**src/rtl/counter_track_lane.sv**
```systemverilog
// counter_track_lane: expected-value tracker for one counter bus
// exp_o exists only with COUNTER_CHECKER_CAPTURE_EN defined
module counter_track_lane #(
  parameter int WIDTH = 8,
  parameter int STEP = 1
) (
  input  logic             clk,
  input  logic             rst,
  input  logic             clr,
  input  logic             load,
  input  logic             chk,
  input  logic [WIDTH-1:0] obs,
`ifdef COUNTER_CHECKER_CAPTURE_EN
  output logic [WIDTH-1:0] exp_o,
`endif
  output logic             mis
);
  logic [WIDTH-1:0] exp_q;
  assign mis = chk && obs != exp_q;
`ifdef COUNTER_CHECKER_CAPTURE_EN
  assign exp_o = exp_q;
`endif
  // seeding, advancing and resync all reduce to observed + STEP
  always_ff @(posedge clk or posedge rst)
    if (rst) exp_q <= '0;
    else if (clr) exp_q <= '0;
    else if (load) exp_q <= obs + WIDTH'(STEP);
endmodule

```
**config.mk**
```make
export PLATFORM = sky130hd
export DESIGN_NAME = counter_track_lane
export DESIGN_NICKNAME = d
export VERILOG_FILES = /design/src/rtl/counter_track_lane.sv
export SDC_FILE = /design/constraint.sdc
export NUM_CORES = 1
export LEC_CHECK = 0
export BUFFER_PORTS_ARGS = -buffer_cell sky130_fd_sc_hd__buf_2
export CORE_AREA = 2 2 39 41
export CTS_BUF_LIST = sky130_fd_sc_hd__clkbuf_4
export DETAILED_ROUTE_END_ITERATION = 16
export DIE_AREA = 0 0 41 43
export SLEW_MARGIN = 20
export SYNTH_ARGS = -nofsm -noshare
export SYNTH_HDL_FRONTEND = slang
export SYNTH_SLANG_ARGS = --single-unit
```
**constraint.sdc**
```tcl
create_clock -name clk -period 2.9 [get_ports clk]
set_input_delay 0.435 -clock clk [delete_from_list [all_inputs] [get_ports clk]]
set_output_delay 0.435 -clock clk [all_outputs]
set_load 0.01 [all_outputs]
```
# After elaboration in Yosys (flattened, before gate mapping)
# Cells that the tools add are included.
# totals
out_inout_bits,1
ff_bits,8
in_bits,13
wordCells,7
# op_classes
reduce_logical,2
addsub,1
eq_ne,1
n_mux,2
# op_table
cell,count
8-bit two-way mux,2
8-bit by 1-bit adder with 8-bit output (second input constant),1
8-bit inequality test,1
2-bit nonzero test,1
1-bit logical AND,1

# Logic depth before layout (Yosys ltp)
# depth
word_depth,3
depth_mapped,4
depth_no_buf,4

# Least setup slack after synthesis
# OpenSTA, ideal clock, no wires.
# synth_path
path_type,in2out
startpoint,in obs[3]
endpoint,out mis
arrival_ns,1.133
path_buffers,1
path_slack_ns,1.332
required_ns,2.465
path_stages,4
path_cell_list,clkbuf_2 > xor2_1 > nor4_1 > a21boi_0
# synth_between
elab_chain_len,2
# synth_rtl
element,line,text
"start, declared",12,"input logic [WIDTH-1:0] obs,"
8-bit inequality test,19,assign mis = chk && obs != exp_q;
1-bit logical AND,19,
"end, declared",16,output logic mis
# No other way between the ends.

# Worst setup path after layout
# layout_path
startpoint,reg exp_q[2]
endpoint,out mis
# layout_between
elab_chain_len,2
# layout_rtl
element,line,text
"start, declared",18,logic [WIDTH-1:0] exp_q;
"start signal, assigned",27,else if (load) exp_q <= obs + WIDTH'(STEP);
8-bit inequality test,19,
1-bit logical AND,19,
# No other way between the ends.

==> run_results.csv <==
group,metric,value,unit
run_status,status,"complete, no violations",
timing,min_period_over_period,62.3,%
detailed_routing,drt_iter0_drc,4,
floorplan,die_h,43,um
cts,cts_root_buffer,"clkbuf_4",
detailed_routing,drtPass1Iterations,3,
final_layout,top_register,"exp_q",
synthesis,synth_cell_type_count,21,
floorplan,core,1380,sq um
cts,clkSlewWorstSetupHoldPaths,0.05,ns
floorplan,die_area,1760,sq um
timing,report.final.hold_viol_count,0,
final_layout,stdcell_area,604,sq um
critical_path,r2r_setup_slack,2.13,ns
cts,cts_tree,"built",
critical_path,crit_end,"mis",
timing,finalSetupTns,0,ns
cts,cts_hold_buf,0,
final_layout,fin_cells,84,
grt,grt_util_all_layers,15.5,%
critical_path,startpoint,"exp_q[2]$_DFFE_PP0P_",
critical_path,start_kind,"flip-flop",
place,io_buffers,13,
timing,setup_viol,0,
critical_path,path_cells,"xor2_1, nor4_1, a21boi_0, buf_2",
synthesis,yosys_warnings,0,
final_layout,drive_gt1_share,25.0,%
cts,clock_latency,0.25,ns
final_layout,syn_to_final_growth,17.5,%
critical_path,crit_buf_inv,1,
final_layout,top_regs,"exp_q: 8 flops",
synthesis,syn-instance-count,56,
place,dpl.hpwl,816,um
critical_path,critPathMaxStageDelay,0.39,ns
grt,grt_max_degree,16,
power,ir_drop,0.249,mV
timing,rsz0062_at_grt,"false",
timing,skew,0,ns
timing,fmax,0.553,GHz
floorplan,start_util,37.2,%
grt,grt_pass1_wl,1750,um
critical_path,cp_data_arrival_time,1.37,ns
timing,slew_headroom,78.0,%
detailed_routing,detail-route-antenna-nets,0,
cts,cts_setup_buffers,0,
detailed_routing,drc_errors,0,
floorplan,std_cell_rows,14,
hold_path,hold_class,"input port to async pin",
floorplan,die_x,41,um
synthesis,avgSynthCellArea,9.18,sq um
place,dp.cells,81,
final_layout,num-nets-final,84,
timing,fin_crit,1.81,ns
place,place_area,582,sq um
critical_path,r2r-start,"exp_q[5]$_DFFE_PP0P_",
floorplan,ios,14,
cts,cts.sink_count,8,
synthesis,ys_seq_area_share,38.9,%
cts,clk_path_buf_depth,2,
critical_path,crit_family,"flip-flops",
detailed_routing,vias,423,
power,cellPowerDensity,429,nW/um^2
final_layout,n_fill_cell,145,
synthesis,synth_fp_nets,70,
final_layout,antenna_cells,0,
critical_path,path_depth,4,
detailed_routing,postRouteWirelength,1000,um
critical_path,required,2.47,ns
synthesis,synth-seq-cells,8,
critical_path,cp-end-kind,"output port",
cts,htreeDepth,1,
synthesis,synth_area,514,sq um
critical_path,critPathSlowestCell,"dfrtp_1",
cts,postCtsResizedCells,0,
critical_path,r2r_end,"exp_q[5]$_DFFE_PP0P_",
flow_run,drv_cap,0,
critical_path,crit_type,"flip-flop to output port",
place,place_congestion,0.735,
detailed_routing,viasPerCell,5.04,
critical_path,r2r_cells,2,
detailed_routing,avgRoutedWirePerCell,11.9,um
power,total_leakage_power,0.000279,uW
final_layout,largest_reg_flops,8,
grt,antenna_found_initial,0,
timing,slew_viol_final,0,
critical_path,cp_max_fo,2,
grt,grt_pass1_vias,394,
cts,numCtsBuffers,3,
grt,overflow,0,
timing,tightest_slew,0.329,ns
==> metal layers <==
metal	global-route usage (%)	vias to the layer above	routed length (um)
met5	0	-	0
met4	6.00	0	10
met3	7.85	2	57
met2	21.6	9	487
met1	19.7	187	444
li1	-	225	-
==> cell families after synthesis <==
| logic type | after synthesis | share of synthesized area (%) |
|---|---|---|
| AOI/OAI and AO/OA | 11 | 15.3 |
| adders and majority gates | 1 | 2.43 |
| DFF | 8 | 38.9 |
| buffers and inverters | 5 | 4.13 |
| and+or+nand+nor | 19 | 18.5 |
| xor gates and xnor gates | 11 | 18.7 |
| muxes | 1 | 1.95 |
==> power breakdown <==
part,switching (uW),internal [uW]
clock network,36.1,47.2
logic,28.5,22.2
registers,5.43,120
total,70.0,189
==> layout by cell type (no fill, tap or decap), drive strengths merged <==
master,count
ha,1
or3,3
nand3,3
a21boi,1
a311oi,3
mux2i,1
dfrtp,8
inv,1
xor2,10
clkbuf,3
nor2,8
nor4,2
xnor2,1
o21ai,3
nand2,2
a211oi,4
nand4,1
buf,13
==> worst min path at each step <==
stage | from | endpoint | slack [ns] | cells past startpoint
5_1_grt | rst | exp_q[4]$_DFFE_PP0P_ | 0.15 | 2
3_3_place_gp | rst | exp_q[2]$_DFFE_PP0P_ | 0.40 | 2
2_1_floorplan | rst | exp_q[0]$_DFFE_PP0P_ | 0.25 | 1
4_1_cts | rst | exp_q[4]$_DFFE_PP0P_ | 0.13 | 2
6_report | rst | exp_q[4]$_DFFE_PP0P_ | 0.13 | 2
3_5_place_dp | rst | exp_q[4]$_DFFE_PP0P_ | 0.41 | 2
==> metrics by stage <==
step	power [uW]	worst slack [ns]	hold slack, ns	util (%)
6_report	259	1.09	0.126	43.7
3_3_place_gp	178	1.11	0.404	42.0
5_1_grt	277	0.986	0.152	43.7
4_1_cts	266	1.02	0.134	43.7
3_5_place_dp	178	1.10	0.409	42.0
2_1_floorplan	159	1.33	0.251	-
==> worst register-to-register path, cell delays in order (launching register included) <==
cell and delay (ns):
dfrtp_1 0.36, nor2_1 0.05, a311oi_1 0.26
==> cell type report <==
cell class	count	area, sq um	area share (%)
well taps	16	20.0	3.31
multi-input cells	43	293	48.4
inverters	1	3.75	0.621
clock buffers	3	22.5	3.73
repair buffers	13	65.1	10.8
flip-flops and latches	8	200	33.1
==> Yosys cell counts <==
library cell	count	share of area (%)
a211oi_1	4	5.8
a21boi_0	1	1.5
a311oi_1	3	5.1
buf_1	1	0.73
buf_2	1	0.97
clkbuf_1	1	0.73
clkbuf_2	1	0.97
dfrtp_1	8	39
ha_1	1	2.4
inv_1	1	0.73
mux2i_1	1	1.9
nand2_1	2	1.5
nand3_1	2	1.9
nand3_2	1	1.9
nand4_1	1	1.2
nor2_1	8	5.8
nor4_1	2	2.4
o21ai_0	3	2.9
or3_1	3	3.7
xnor2_1	1	1.7
xor2_1	10	17
No activity file was read; power rests on OpenSTA's default activity.
